### src/rtl/mem_bus_master.sv
// CPU-side burst master: one ADDR cycle followed by BURST_LEN data cycles on a shared AddrData bus.
// Optional page check on accepted requests is enabled by defining MBM_PAGE_CHECK_EN.
`timescale 1ns/1ps

module mem_bus_master #(
    parameter int                   BUSWIDTH   = 16,
    parameter int                   BURST_LEN  = 4,
    parameter int                   PAGE_BITS  = 4,
    parameter logic [PAGE_BITS-1:0] VALID_PAGE = 'h2
) (
    input  logic                          clk,
    input  logic                          resetL,
    input  logic                          req_valid,
    output logic                          req_ready,
    input  logic                          req_rw,
    input  logic [BUSWIDTH-1:0]           req_addr,
    input  logic [BURST_LEN*BUSWIDTH-1:0] req_wdata,
    output logic [BURST_LEN*BUSWIDTH-1:0] rd_data,
    output logic                          done,
    output logic                          err,
    output logic [BUSWIDTH-1:0]           AddrData_o,
    output logic                          AddrData_oe,
    input  logic [BUSWIDTH-1:0]           AddrData_i,
    output logic                          AddrValid,
    output logic                          rw
);

    // state   | meaning
    // IDLE    | waiting for a request, bus released
    // ADDR    | base address and direction on the bus
    // DATA    | data beats; beat_cnt counts down to the last one

    typedef enum logic [1:0] {
        ST_IDLE,
        ST_ADDR,
        ST_DATA
    } state_t;

    localparam int CNT_W = (BURST_LEN > 1) ? $clog2(BURST_LEN) : 1;
    localparam logic [CNT_W-1:0] LAST_IDX = CNT_W'(BURST_LEN - 1);

    state_t                state;
    state_t                state_nxt;
    logic [CNT_W-1:0]      beat_cnt;
    logic [CNT_W-1:0]      word_idx;
    logic                  rw_q;
    logic [BUSWIDTH-1:0]   addr_q;
    logic [BUSWIDTH-1:0]   wdata_q [BURST_LEN];
    logic [BUSWIDTH-1:0]   rd_q    [BURST_LEN];
    logic [BUSWIDTH-1:0]   last_q;
    logic                  done_q;
    logic                  accept;
    logic                  page_ok;
    logic                  last_beat;
    logic                  drive_oe;
    logic [BUSWIDTH-1:0]   drive_val;

`ifdef MBM_PAGE_CHECK_EN
    logic                  err_q;
    assign page_ok = (req_addr[BUSWIDTH-1 -: PAGE_BITS] == VALID_PAGE);
`else
    assign page_ok = 1'b1;
`endif

    always_ff @(posedge clk or negedge resetL) begin
        if (!resetL) begin
            state <= ST_IDLE;
        end else begin
            state <= state_nxt;
        end
    end

    always_comb begin
        last_beat = (state == ST_DATA) && (beat_cnt == '0);
        req_ready = (state == ST_IDLE) || last_beat;
        accept    = req_valid && req_ready;
        word_idx  = LAST_IDX - beat_cnt;
        state_nxt = state;
        AddrValid = 1'b0;
        rw        = 1'b0;
        drive_oe  = 1'b0;
        drive_val = last_q;
        case (state)
            ST_IDLE: begin
                if (accept && page_ok) begin
                    state_nxt = ST_ADDR;
                end
            end
            ST_ADDR: begin
                state_nxt = ST_DATA;
                AddrValid = 1'b1;
                rw        = rw_q;
                drive_oe  = 1'b1;
                drive_val = addr_q;
            end
            ST_DATA: begin
                // reads turn the bus around right after ADDR and keep it released
                drive_oe = !rw_q;
                if (!rw_q) begin
                    drive_val = wdata_q[word_idx];
                end
                if (last_beat) begin
                    state_nxt = (accept && page_ok) ? ST_ADDR : ST_IDLE;
                end
            end
            default: begin
                state_nxt = ST_IDLE;
            end
        endcase
    end

    always_ff @(posedge clk or negedge resetL) begin
        if (!resetL) begin
            beat_cnt <= '0;
            rw_q     <= 1'b0;
            addr_q   <= '0;
            last_q   <= '0;
            done_q   <= 1'b0;
            for (int k = 0; k < BURST_LEN; k++) begin
                wdata_q[k] <= '0;
                rd_q[k]    <= '0;
            end
        end else begin
            last_q <= drive_val;
            done_q <= last_beat;
            if (accept) begin
                rw_q   <= req_rw;
                addr_q <= req_addr;
                for (int k = 0; k < BURST_LEN; k++) begin
                    wdata_q[k] <= req_wdata[k*BUSWIDTH +: BUSWIDTH];
                end
            end
            if (state == ST_ADDR) begin
                beat_cnt <= LAST_IDX;
            end else if ((state == ST_DATA) && !last_beat) begin
                beat_cnt <= beat_cnt - 1'b1;
            end
            if ((state == ST_DATA) && rw_q) begin
                rd_q[word_idx] <= AddrData_i;
            end
        end
    end

`ifdef MBM_PAGE_CHECK_EN
    always_ff @(posedge clk or negedge resetL) begin
        if (!resetL) begin
            err_q <= 1'b0;
        end else begin
            err_q <= accept && !page_ok;
        end
    end
    assign err = err_q;
`else
    assign err = 1'b0;
`endif

    genvar g;
    generate
        for (g = 0; g < BURST_LEN; g++) begin : g_rd_pack
            assign rd_data[g*BUSWIDTH +: BUSWIDTH] = rd_q[g];
        end
    endgenerate

    assign done        = done_q;
    assign AddrData_o  = drive_val;
    assign AddrData_oe = drive_oe;

endmodule

### config.mk
export PLATFORM = sky130hd
export DESIGN_NAME = mem_bus_master
export DESIGN_NICKNAME = d
export VERILOG_FILES = /design/src/rtl/mem_bus_master.sv
export SDC_FILE = /design/constraint.sdc
export NUM_CORES = 1
export LEC_CHECK = 0
export ABC_AREA = 1
export BUFFER_PORTS_ARGS = -buffer_cell sky130_fd_sc_hd__buf_2
export CAP_MARGIN = 20
export CORE_MARGIN = 10
export CORE_UTILIZATION = 56
export DETAILED_ROUTE_END_ITERATION = 8
export PLACE_DENSITY = 0.85
export SLEW_MARGIN = 40
export SYNTH_ARGS = -nofsm -noshare
export SYNTH_HDL_FRONTEND = slang
export SYNTH_SLANG_ARGS = --single-unit
### constraint.sdc
create_clock -name clk -period 3.1 [get_ports clk]
set_input_delay 0.465 -clock clk [delete_from_list [all_inputs] [get_ports clk]]
set_output_delay 0.465 -clock clk [all_outputs]
set_load 0.05 [all_outputs]
Word level (Yosys, flattened, before mapping) --
Cells that the tools add are included.
Cells by class: add/subtract/negate cells 2, $mul 0, div/mod/pow operators 0, $lt $le $gt $ge 2, equality and inequality tests 4, shift-type cells 0, muxes and demuxes 17, bitwise logic cells 1, reduce and logical (&&, ||, !) cells 12
Operators with widths (number):
- $bwmux W64 | 1
- $mux W16 | 4
- $bmux W16 S2 | 1
- $demux W16 S2 | 1
- $pmux W16 S2 | 1
- $mux W2 | 4
- $pmux W2 S3 | 1
- $logic_and A1 B1 Y1 | 5
- $logic_not A2 Y1 | 2
- $ne A2 B2 Y1 const B | 2
- $ge A3 B3 Y1 const B | 1
- $lt A3 B1 Y1 const B | 1
- $mux W1 | 3
- $not A2 Y3 | 1
- $eq A2 B1 Y1 const B | 1
- $eq A2 B2 Y1 const B | 1
- $logic_not A1 Y1 | 2
- $pmux W1 S2 | 1
- $reduce_and A2 Y1 | 1
- $reduce_bool A2 Y1 | 1
- $sub A2 B1 Y2 const B | 1
- $sub A2 B2 Y2 const A | 1
- $logic_or A1 B1 Y1 | 1
Storage, ports and cells: bits in registers 166, bits in latches 0, memory bits (writable) 0, bits in read-only memories 0, input port bits 100, memories 0

Logic depth before layout (Yosys ltp) --
depth in word-level cells 7, mapped depth 10

Worst setup path before layout --
OpenSTA, ideal clock, no wires.
path kind register -> output, start reg state[1], end out AddrData_o[10], data arrival time 1.825 ns, data required time 2.635 ns, setup slack 0.810 ns, cell stages (with the launch flop) 8, buffers on the path 1, cell sequence dfrtp_1 -> inv_1 -> ha_1 -> clkbuf_1 -> nand2_1 -> nand2_1 -> nand2_1 -> nand2_1
On the way: word-level cells in the longest chain between the ends 2, elaborated cells between the ends (all ways) 3, those cells by class eq/ne (2); mux (1)
RTL lines:
- start: declaration | RTL line 42 | state_t state;
- start signal: assignment | RTL line 69 | state <= state_nxt;
- $eq A2 B2 Y1 / $eq A2 B1 Y1 (equally long branches) | RTL line 83 | case (state)
- $pmux W16 S2 * | RTL line 83
- end: declaration | RTL line 21 | output logic [BUSWIDTH-1:0] AddrData_o,
Every way passes the cells marked *; elsewhere a longest branch is shown, timed or not.

Final worst setup path --
start reg beat_cnt[1], end out AddrData_o[6]
On the way: word-level cells in the longest chain between the ends 7
RTL lines:
- start: declaration | RTL line 44 | logic [CNT_W-1:0] beat_cnt;
- start signal: assignment | RTL line 136 | beat_cnt <= beat_cnt - 1'b1;
- $sub A2 B2 Y2 | RTL line 77 | word_idx = LAST_IDX - beat_cnt;
- $not A2 Y3 (not written as such) | RTL line 100 | drive_val = wdata_q[word_idx];
- $bmux W16 S2 | RTL line 100
- $mux W16 (not written as such) (2 in a row) | RTL line 100
- $mux W16 | RTL line 99 | if (!rw_q) begin
- $pmux W16 S2 | RTL line 83
No other way between the ends. The select of a mux whose other input is x is not followed.

==> out/results.ini <==
[setup_path]
slowest_delay_ns = 0.80
end_kind = primary output
path_class = flop to primary output
cp-start-kind = flop
cp.required_ns = 2.63
critPathSlowestCell = dfrtp_1
path_cells = inv_2, nand3_1, nand3_1, nand2_1, nand2_1, nand2_1, buf_2
crit_path_frequent_cell = nand2_1
crit_arrival_ns = 2.44
path_max_fanout = 20

[synth]
synth.top_cells.by_count = nand2_1, dfrtp_1, nand3_1
yosys.area.top_type = dfrtp_1
postSynthCellCount = 843
yosysTopAreaCellShare_pct = 58.37
synth_most_common_cell = nand2_1
netlist_area_um2 = 7117
synth-seq-cells = 166
synth.net_count = 952
yosys_most_used_dff = dfrtp_1
synth_edf_count = 0
synth_area_per_cell_um2 = 8.442
yosysWarnings = 0
synth.area.top_cells = dfrtp_1, nand2_1, nand3_1
synth.distinct_cells = 18
async_flop_share_pct = 100.0
yosysSeqAreaShare_pct = 58.37

[die]
initial_core_util_pct = 56.86
fp.dieH_um = 132.7
row_count = 41
dieArea_um2 = 17620
coreArea_um2 = 12520
die_x_um = 132.7
ios = 186

[routing]
drc = 0
via_per_inst = 5.297
drt_pass1_iterations = 5
route.vias.total = 6298
drt_iter0_markers = 623
routed_wl_um = 19440
wl_per_cell_um = 16.35
ant_nets = 0

[final_layout]
layout-drive-gt1-share_pct = 22.71
final_util_pct = 69.60
fin_cells = 1189
diodes = 0
nNetsFinal = 1113
fin_area_um2 = 8712
areaGrowthSynthToFinish_pct = 22.42

[power]
powerDensity_nw_per_um2 = 1320
power.internal_mw = 5.883
power.switching_mw = 5.620
seq_power_share_pct = 32.9
clockPowerShare_pct = 18.8
fin_total_pwr_mw = 11.50
comb_power_share_pct = 48.3
leakagePower_nw = 4.849
swShare_pct = 48.86
ir_drop_mv = 0.5958

[placed_design]
postPlaceCellArea_um2 = 8102
port_buffers = 184
dp.cells = 1157
gp_congestion = 0.9014
dp_slack_ns = 0.6335
place_hpwl_um = 13940

[sta]
min_period_ns = 2.904
worst_slack_ns = 0.1965
max_freq_ghz = 0.3444
fin_tns_setup_ns = 0
tightestPinTransition_ns = 0.7654
hold_viol_final = 0
fin_crit_sh_pct = 93.66
grt_setup_unrepaired = no
skew_ns = 0.005586
setup_viol = 0
maxSlewHeadroom_pct = 48.97
drv_slew = 0
holdWs_ns = 0.05587

[global_routing]
grt.total_usage_pct = 22.23
grt_start_max_net_pins = 73
grt_first_pass_wirelength_um = 31730
antenna_found_initial = 0
gr-total-overflow = 0
grt_pass1_vias = 6346

[clock_network]
clock-sinks = 166
hold_buffers = 0
h-tree-depth = 4
clockBufferDepth = 2
clk_latency_ns = 0.42
cts_buffers = 17
cts-root-buf = clkbuf_16
clk_pin_slew_ns = 0.06
cts_tree = done

[min_path]
min_path_type = input port to async pin

[run_status]
status = finished clean

[flow_run]
cap_viol_max_count = 0

metal layers:
layer  part of all wire (%)  track usage, %
met5                      0               0
met4                    2.4           8.435
met3                    8.2           6.964
met2                     48           35.76
met1                     41           27.48
worst paths after layout:
kind / from / end / slack, ns / cells after the start
setup reg to reg: beat_cnt[1] / wdata_q[28] / 0.67 / 8
hold / removal: resetL / rd_data[29] / 0.06 / 1
hold reg to reg: wdata_q[46] / wdata_q[46] / 0.47 / 2
setup / recovery: beat_cnt[1] / AddrData_o[6] / 0.20 / 7
min in group clk: req_addr[9] / addr_q[9] / 0.27 / 3
max in group asynchronous: resetL / addr_q[6] / 2.32 / 2
state kept, by name, indices dropped and copies added, names as in the netlist:
signal and cells:
last_q 16, wdata_q 64, beat_cnt 2, rd_data 64
done 1, addr_q 16, rw_q 1, state 2
logic make-up (layout without fill, tap and decap cells):
group	count (synthesis)	after routing	synth area share (%)
buffers and inverters	82	256	5.432
flip-flops	166	166	58.37
AND/OR/NAND/NOR	513	513	29.43
AO/OA/AOI/OAI	72	72	5.134
other	1	1	0.05269
adder cells (fa/ha/maj)	9	9	1.582
cell usage in the layout (no fill, tap or decap), types with 2 or more instances in the layout:
master / instances
nand2_1: 379
buf_2: 183
dfrtp_1: 166
nand3_1: 129
o21ai_1: 64
inv_1: 24
clkbuf_16: 17
buf_4: 11
ha_1: 9
clkbuf_1: 5
bufinv_16: 4
inv_2: 3
nand2_2: 3
o21ai_0: 3
a21oi_1: 3
clkinv_2: 3
clkinvlp_4: 2
buf_12: 2
power groups by stage:
stage	Clock (mW)	Combinational (mW)	Sequential (mW)
2_1_floorplan	0	2.74	5.18
3_3_place_gp	0	5.41	3.76
3_5_place_dp	0	5.55	3.78
4_1_cts	2.19	5.58	3.77
5_1_grt	2.29	6.05	3.90
6_report	2.16	5.56	3.79
critical path: cells and delay by family, from the launching register on:
family	cells	cell delay, ns
DFF	1	0.80
and+or+nand+nor	5	0.63
buffers and inverters	2	0.58
cell type report:
class / instances / area (um2)
Clock buffer: 23 / 457.9
Clock inverter: 9 / 150.1
Fill cell: 1009 / 3805
Inverter: 27 / 101.3
Multi-Input combinational cell: 595 / 2584
Sequential cell: 166 / 4154
Tap cell: 172 / 215.2
Timing Repair Buffer: 197 / 1050
repair_timing:
item | in CTS | in global routing
setup buffers | 0 | 0
resized for setup | 0 | 1
setup endpoints to repair | 0 | 1
Power figures use the tool's default switching activity.
